===== src/rtl/uart_status_tx.sv =====
// Frame encoder for the return direction of the host<->FPGA UART control link.
// Reports the active scaler configuration to the host as 0xAA 0x55 framed messages.
module uart_status_tx #(
    parameter logic [7:0] HDR0        = 8'hAA,
    parameter logic [7:0] HDR1        = 8'h55,
    parameter int         BUSY_WAIT   = 16,
    parameter bit         AUTO_REPORT = 1'b1
) (
    input  logic        sys_clk,
    input  logic        sys_rst_n,
    input  logic [11:0] x_pix_len,
    input  logic [11:0] y_pix_len,
    input  logic        pix_len_update,
    input  logic        vid_format,
    input  logic [1:0]  algorithm,
    input  logic [8:0]  bi_a,
    input  logic        report_req,
    input  logic        tx_busy,
    output logic        tx_en,
    output logic [7:0]  tx_data,
    output logic        frame_busy,
    output logic        frame_done
);

    localparam int CNT_W = $clog2(BUSY_WAIT + 1);
    localparam logic [CNT_W-1:0] CNT_LAST = CNT_W'(BUSY_WAIT - 1);

    localparam logic [1:0] FT_RES = 2'd0;
    localparam logic [1:0] FT_VID = 2'd1;
    localparam logic [1:0] FT_ALG = 2'd2;
    localparam logic [1:0] FT_BIA = 2'd3;

    typedef enum logic [2:0] {
        ST_IDLE      = 3'd0,
        ST_LOAD      = 3'd1,
        ST_SEND      = 3'd2,
        ST_WAIT_BUSY = 3'd3,
        ST_WAIT_DONE = 3'd4
    } state_t;

    state_t           state_r;
    state_t           state_nxt_s;
    logic [3:0]       flags_r;
    logic [3:0]       set_s;
    logic [3:0]       clr_s;
    logic [1:0]       sel_r;
    logic [1:0]       sel_nxt_s;
    logic [2:0]       byte_idx_r;
    logic [2:0]       byte_idx_nxt_s;
    logic [2:0]       last_idx_r;
    logic [CNT_W-1:0] busy_cnt_r;
    logic [CNT_W-1:0] busy_cnt_nxt_s;
    logic [7:0]       buf_r [0:7];
    logic             load_s;
    logic             tx_en_nxt_s;
    logic             frame_done_nxt_s;
    logic             vid_shadow_r;
    logic [1:0]       alg_shadow_r;
    logic [8:0]       bia_shadow_r;
    logic             tx_en_r;
    logic [7:0]       tx_data_r;
    logic             frame_busy_r;
    logic             frame_done_r;

    // Fixed-priority pick among pending frames: RES > VID > ALG > BIA.
    function automatic logic [1:0] pick_frame(input logic [3:0] f);
        if (f[0]) begin
            return FT_RES;
        end else if (f[1]) begin
            return FT_VID;
        end else if (f[2]) begin
            return FT_ALG;
        end else begin
            return FT_BIA;
        end
    endfunction

    // Trigger sources for each pending flag.
    always_comb begin
        set_s    = 4'b0000;
        set_s[0] = (AUTO_REPORT & pix_len_update) | report_req;
        set_s[1] = (AUTO_REPORT & (vid_format != vid_shadow_r)) | report_req;
        set_s[2] = (AUTO_REPORT & (algorithm != alg_shadow_r)) | report_req;
        set_s[3] = (AUTO_REPORT & (bi_a != bia_shadow_r)) | report_req;
        clr_s    = load_s ? (4'b0001 << sel_r) : 4'b0000;
    end

    // Shadow copies of the last seen configuration; reset values equal the parser's.
    always_ff @(posedge sys_clk or negedge sys_rst_n) begin
        if (!sys_rst_n) begin
            vid_shadow_r <= 1'b0;
            alg_shadow_r <= 2'd0;
            bia_shadow_r <= 9'd128;
        end else begin
            vid_shadow_r <= vid_format;
            alg_shadow_r <= algorithm;
            bia_shadow_r <= bi_a;
        end
    end

    // Pending flags; a same-cycle set beats the LOAD clear.
    always_ff @(posedge sys_clk or negedge sys_rst_n) begin
        if (!sys_rst_n) begin
            flags_r <= 4'b0000;
        end else begin
            flags_r <= (flags_r & ~clr_s) | set_s;
        end
    end

    // Next-state and strobe decode.
    always_comb begin
        state_nxt_s      = state_r;
        sel_nxt_s        = sel_r;
        byte_idx_nxt_s   = byte_idx_r;
        busy_cnt_nxt_s   = busy_cnt_r;
        load_s           = 1'b0;
        tx_en_nxt_s      = 1'b0;
        frame_done_nxt_s = 1'b0;
        case (state_r)
            ST_IDLE: begin
                if (|flags_r) begin
                    sel_nxt_s   = pick_frame(flags_r);
                    state_nxt_s = ST_LOAD;
                end else begin
                    state_nxt_s = ST_IDLE;
                end
            end
            ST_LOAD: begin
                load_s         = 1'b1;
                byte_idx_nxt_s = 3'd0;
                state_nxt_s    = ST_SEND;
            end
            ST_SEND: begin
                if (!tx_busy) begin
                    tx_en_nxt_s    = 1'b1;
                    busy_cnt_nxt_s = '0;
                    state_nxt_s    = ST_WAIT_BUSY;
                end else begin
                    state_nxt_s = ST_SEND;
                end
            end
            ST_WAIT_BUSY: begin
                // A UART that never raises busy still lets the byte count as accepted.
                if (tx_busy || (busy_cnt_r == CNT_LAST)) begin
                    state_nxt_s = ST_WAIT_DONE;
                end else begin
                    busy_cnt_nxt_s = busy_cnt_r + 1'b1;
                end
            end
            ST_WAIT_DONE: begin
                if (!tx_busy) begin
                    if (byte_idx_r == last_idx_r) begin
                        frame_done_nxt_s = 1'b1;
                        state_nxt_s      = ST_IDLE;
                    end else begin
                        byte_idx_nxt_s = byte_idx_r + 3'd1;
                        state_nxt_s    = ST_SEND;
                    end
                end else begin
                    state_nxt_s = ST_WAIT_DONE;
                end
            end
            default: begin
                state_nxt_s = ST_IDLE;
            end
        endcase
    end

    // FSM and bookkeeping registers.
    always_ff @(posedge sys_clk or negedge sys_rst_n) begin
        if (!sys_rst_n) begin
            state_r    <= ST_IDLE;
            sel_r      <= 2'd0;
            byte_idx_r <= 3'd0;
            busy_cnt_r <= '0;
        end else begin
            state_r    <= state_nxt_s;
            sel_r      <= sel_nxt_s;
            byte_idx_r <= byte_idx_nxt_s;
            busy_cnt_r <= busy_cnt_nxt_s;
        end
    end

    // Frame buffer: payload is frozen here so later input changes cannot reach bytes in flight.
    always_ff @(posedge sys_clk or negedge sys_rst_n) begin
        if (!sys_rst_n) begin
            for (int i = 0; i < 8; i++) begin
                buf_r[i] <= 8'h00;
            end
            last_idx_r <= 3'd0;
        end else if (load_s) begin
            buf_r[0] <= HDR0;
            buf_r[1] <= HDR1;
            for (int i = 2; i < 8; i++) begin
                buf_r[i] <= 8'h00;
            end
            case (sel_r)
                FT_RES: begin
                    buf_r[2]   <= {4'h0, x_pix_len[11:8]};
                    buf_r[3]   <= x_pix_len[7:0];
                    buf_r[4]   <= {4'h0, y_pix_len[11:8]};
                    buf_r[5]   <= y_pix_len[7:0];
                    last_idx_r <= 3'd5;
                end
                FT_VID: begin
                    buf_r[2]   <= 8'hCF;
                    buf_r[3]   <= {7'b0, vid_format};
                    last_idx_r <= 3'd3;
                end
                FT_ALG: begin
                    buf_r[2]   <= 8'h3F;
                    buf_r[3]   <= {6'b0, algorithm};
                    last_idx_r <= 3'd3;
                end
                default: begin
                    buf_r[2]   <= 8'hAF;
                    buf_r[3]   <= {7'b0, bi_a[8]};
                    buf_r[4]   <= bi_a[7:0];
                    last_idx_r <= 3'd4;
                end
            endcase
        end else begin
            last_idx_r <= last_idx_r;
        end
    end

    // Registered outputs.
    always_ff @(posedge sys_clk or negedge sys_rst_n) begin
        if (!sys_rst_n) begin
            tx_en_r      <= 1'b0;
            tx_data_r    <= 8'h00;
            frame_busy_r <= 1'b0;
            frame_done_r <= 1'b0;
        end else begin
            tx_en_r      <= tx_en_nxt_s;
            frame_busy_r <= (state_nxt_s != ST_IDLE);
            frame_done_r <= frame_done_nxt_s;
            if (tx_en_nxt_s) begin
                tx_data_r <= buf_r[byte_idx_r];
            end else begin
                tx_data_r <= tx_data_r;
            end
        end
    end

    assign tx_en      = tx_en_r;
    assign tx_data    = tx_data_r;
    assign frame_busy = frame_busy_r;
    assign frame_done = frame_done_r;

endmodule


===== config.mk =====
export PLATFORM = sky130hd
export DESIGN_NAME = uart_status_tx
export DESIGN_NICKNAME = d
export VERILOG_FILES = /design/src/rtl/uart_status_tx.sv
export SDC_FILE = /design/constraint.sdc
export NUM_CORES = 1
export LEC_CHECK = 0
export ABC_CLOCK_PERIOD_IN_PS = 4700
export BUFFER_PORTS_ARGS = -buffer_cell sky130_fd_sc_hd__buf_2
export CAP_MARGIN = 20
export CORE_ASPECT_RATIO = 0.9
export CORE_MARGIN = 1.5
export CORE_UTILIZATION = 45
export CTS_CLUSTER_DIAMETER = 40
export DETAILED_ROUTE_END_ITERATION = 7
export PLACE_DENSITY_LB_ADDON = 0.1
export SETUP_SLACK_MARGIN = 0.4
export SYNTH_ARGS = -nofsm -noshare
export SYNTH_HDL_FRONTEND = slang
export SYNTH_SLANG_ARGS = --single-unit

===== constraint.sdc =====
create_clock -name sys_clk -period 4.7 [get_ports sys_clk]
set_input_delay 0.235 -clock sys_clk [delete_from_list [all_inputs] [get_ports sys_clk]]
set_output_delay 0.235 -clock sys_clk [all_outputs]
set_load 0.05 [all_outputs]

==> run summary <==
The internal power summed over all cells is 1.568 mW. TritonCTS created 9 clock buffers. After floorplanning, the core was sized to cover 7620 um^2. At the end of routability-driven placement, the weighted congestion stood at 0.8038. The tools report the cell area after technology mapping as 3562 um^2. The first global-routing pass estimated 12680 um of wire.

The count of flip-flops with a built-in enable after synthesis was 0. The tightest min-delay check is of the primary input to async pin type. Global routing used 19.42% of the available tracks. The repair_antennas step left the layout with diodes totalling 0. Data on the critical path arrives at its endpoint at 2430 ps. The run gives 4.582 ps as the clock tree skew after final layout. The fraction of met1 tracks used by global routing is 28.22%.

The wire-length estimate of the detail-placed layout is 5189 um. The logs give 46.75% for the starting utilization of the core area and 0 for the number of slew-limit violations in the final report. Clock tree root buffer cell: sky130_fd_sc_hd__clkbuf_8.

Counting flops and latches in the post-synthesis netlist gives 76. STA classifies the critical path startpoint as a flop. Measured along the y axis, the die boundary spans 87.41 um. The transition time at the pin with the least slew margin came out at 1080 ps. The run gives 3 as the CTS H-tree depth.

Hold repair after CTS inserted 0 buffers. The number of global-route vias before repair was 2467; the total nets after synthesis was 397. Counting every sink on the clock net gives 76. The count of buffers inserted at the top-level ports was 51. TritonCTS built the clock tree. After clock tree synthesis, the clock-pin slew on the worst setup and hold paths is 80 ps.

In the final routed layout, each cell accounts on average for 15.25 um. The routing layer with the top usage in global route was met1. Timing would allow up to 0.4521 GHz.

The longest clock path from root to sink contains 2 buffers. Once detail routing completed, the nets flagged for antenna violations numbered 0. The most used flip-flop cell after synthesis is sky130_fd_sc_hd__dfrtp_1. The total number of nets in the final design was 440. The overall die width is 96.79 um, and the via-per-instance ratio is 5.250. The logs give 28.01% for the headroom to the max-slew limit and 1.892 nW for the cell leakage power. Data on the critical path is required at its endpoint by 4920 ps.

Share of the yosys chip area belonging to registers: 53.42%. In this run the post-CTS setup repair buffer count came out at 0. Hold is met by 4.531 ps. After routing, the total negative slack on setup checks comes to 0 ps. During I/O placement, the number of pins put on the boundary was 52. The number of instances in the synthesized netlist is 348, and the final routed DRC violation total is 0. The synthesized area per cell came out at 10.24 um^2.

The switching part of the total power was 39.19%. The clock share of power is 23.0%. The routed layout has 2583 vias. The sequential group share of total power was 40.5%; the number of warnings printed during yosys synthesis was 0. Fill cells in the final layout number 700. Summed over all nets, the switching power comes to 1.010 mW. The tools report the count of final hold-check violations as 0.

Of the cells placed in the final design, the portion with a size suffix greater than 1 is 21.46%. The layout-stage area growth over the synthesis result was 15.07%. The library cell used most frequently in the layout, excluding fill and tap cells, is sky130_fd_sc_hd__dfrtp_1.

The logs give 0 for the number of setup violations in the final report and 3849 um^2 for the post-detailed-placement cell area. Number of placement rows: 30. After clock tree synthesis, the repair step resized 0 gates. For this run, global-route usage on met2 was measured as 27.78%. The detailed router finished its first iteration with 144 violations. The fraction of registers with async set/reset was 100.0%; the sum of routed wire length over all layers was 7503 um. The first TritonRoute pass finished after 4 iterations. In this run the power density over the cells is 629.0 nW/um^2. Combinational logic burns 36.4% of the power. In the layout the commonest cells are 75 x sky130_fd_sc_hd__dfrtp_1, 73 x sky130_fd_sc_hd__nand2_1, 50 x sky130_fd_sc_hd__buf_2. The setup path with the least slack is of type flop to flop. The highest net fanout along the worst path was 26.

The final clock period utilization by the worst path works out to 47.06%. For the sum of overflow across all layers after global routing, the log shows 0. The run finished with clean final reports. The share of the core filled with cells in the final layout is 53.79%. The die covers 8459 um^2. STA classifies the critical path endpoint as a flop. For the peak supply drop, the log shows 0.0002274 V. The run gives 6.421% as the met3 demand-to-capacity share in global routing. Clock latency on the worst-skew pair, taken at its later pin, is 340 ps. Setup repair after global routing left no endpoint under its margin. The clock period could shrink to 2212 ps. The number of maximum-capacitance violations was 0; the number of standard cells in the layout, taps in and fillers out was 492. Yosys mapped the design onto 48 distinct sky130hd cell types. Entering global routing, the biggest net connects 77 pins. The number of antenna violations at the first check in global routing was 0; the count of placed standard cells including taps was 475. After routing the design area is 4099 um^2.
routing by layer:
metal | wire length, um | vias up
met5 | 0 | -
met4 | 93 | 0
met3 | 429 | 9
met2 | 3146 | 69
met1 | 3834 | 1218
li1 | - | 1287
Yosys cell counts, types with 4 or more instances:
master / count / area (um^2)
sky130_fd_sc_hd__a22oi_1: 4 / 30.03
sky130_fd_sc_hd__nand2_1: 73 / 274.0
sky130_fd_sc_hd__buf_4: 4 / 30.03
sky130_fd_sc_hd__buf_2: 9 / 45.04
sky130_fd_sc_hd__o22a_1: 8 / 70.07
sky130_fd_sc_hd__mux2i_1: 10 / 100.1
sky130_fd_sc_hd__dfrtp_1: 75 / 1877
sky130_fd_sc_hd__nor2_1: 18 / 67.56
sky130_fd_sc_hd__xnor2_1: 11 / 96.34
sky130_fd_sc_hd__a221oi_1: 4 / 35.03
sky130_fd_sc_hd__inv_1: 4 / 15.01
sky130_fd_sc_hd__a21o_1: 5 / 37.54
sky130_fd_sc_hd__nand3_1: 26 / 130.1
sky130_fd_sc_hd__ha_1: 8 / 100.1
sky130_fd_sc_hd__o21ai_0: 19 / 95.09
sky130_fd_sc_hd__xor2_1: 5 / 43.79
sky130_fd_sc_hd__a21oi_1: 15 / 75.07
sky130_fd_sc_hd__clkbuf_1: 7 / 26.28
sky130_fd_sc_hd__nand2b_1: 4 / 25.02
state kept, by name, summed over array words and instances (netlist names), 3 cells and up:
name / flops
buf_r: 33
bia_shadow_r: 9
tx_data: 8
busy_cnt_r: 5
flags_r: 4
byte_idx_r: 3
last_idx_r: 3
state_r: 3
cell type report:
cell class | count | area (um^2) | share of cell area, %
Tap cell | 96 | 120.1 | 2.930
Clock buffer | 10 | 127.6 | 3.114
Inverter | 4 | 15.01 | 0.3663
Clock inverter | 6 | 112.6 | 2.747
Timing Repair Buffer | 54 | 282.8 | 6.899
Multi-Input combinational cell | 246 | 1538 | 37.52
Sequential cell | 76 | 1903 | 46.43
power groups by stage:
stage | clock [mW] | sequential [mW] | combinational, mW
after floorplan | 0 | 1.08 | 0.698
after global placement | 0 | 1.06 | 0.932
after detailed placement | 0 | 1.06 | 0.946
after CTS | 0.611 | 1.04 | 0.951
after global routing | 0.643 | 1.08 | 1.05
final | 0.594 | 1.04 | 0.940
final timing paths:
kind                                      startpoint                   endpoint  slack, ps  cells after the start
max                        byte_idx_r[0]$_DFFE_PN0P_       frame_busy$_DFF_PN0_       2490                      4
min                                        sys_rst_n            tx_en$_DFF_PN0_          5                      1
max reg2reg                byte_idx_r[0]$_DFFE_PN0P_       frame_busy$_DFF_PN0_       2490                      4
max in group asynchronous                  sys_rst_n       state_r[0]$_DFF_PN0_       4050                      1
min reg2reg                    buf_r[18]$_DFFE_PN0N_      buf_r[18]$_DFFE_PN0N_        470                      2
min in group sys_clk                         bi_a[6]  bia_shadow_r[6]$_DFF_PN0_         40                      1
critical path, cell delays in order, from the launching register on:
cell and delay [ps]:
sky130_fd_sc_hd__dfrtp_1 1060, sky130_fd_sc_hd__xnor2_4 200, sky130_fd_sc_hd__a31oi_4 140, sky130_fd_sc_hd__a211o_2 330
sky130_fd_sc_hd__or3_1 350
per-stage QoR:
step           total power, mW  worst slack (ps)
4_1_cts                  2.606              2481
3_5_place_dp             2.003              2487
2_1_floorplan            1.777              3007
6_report                 2.578              2488
5_1_grt                  2.769              2309
3_3_place_gp             1.988              2556
cell families after synthesis:
group,after synthesis,synth area share [%]
compound gates,67,13.07
xor+xnor,18,5.479
fa+ha+maj,8,2.810
buf+inv,26,3.723
flops,76,53.42
mux,13,3.758
simple gates,140,17.74
Power figures use the tool's default switching activity.
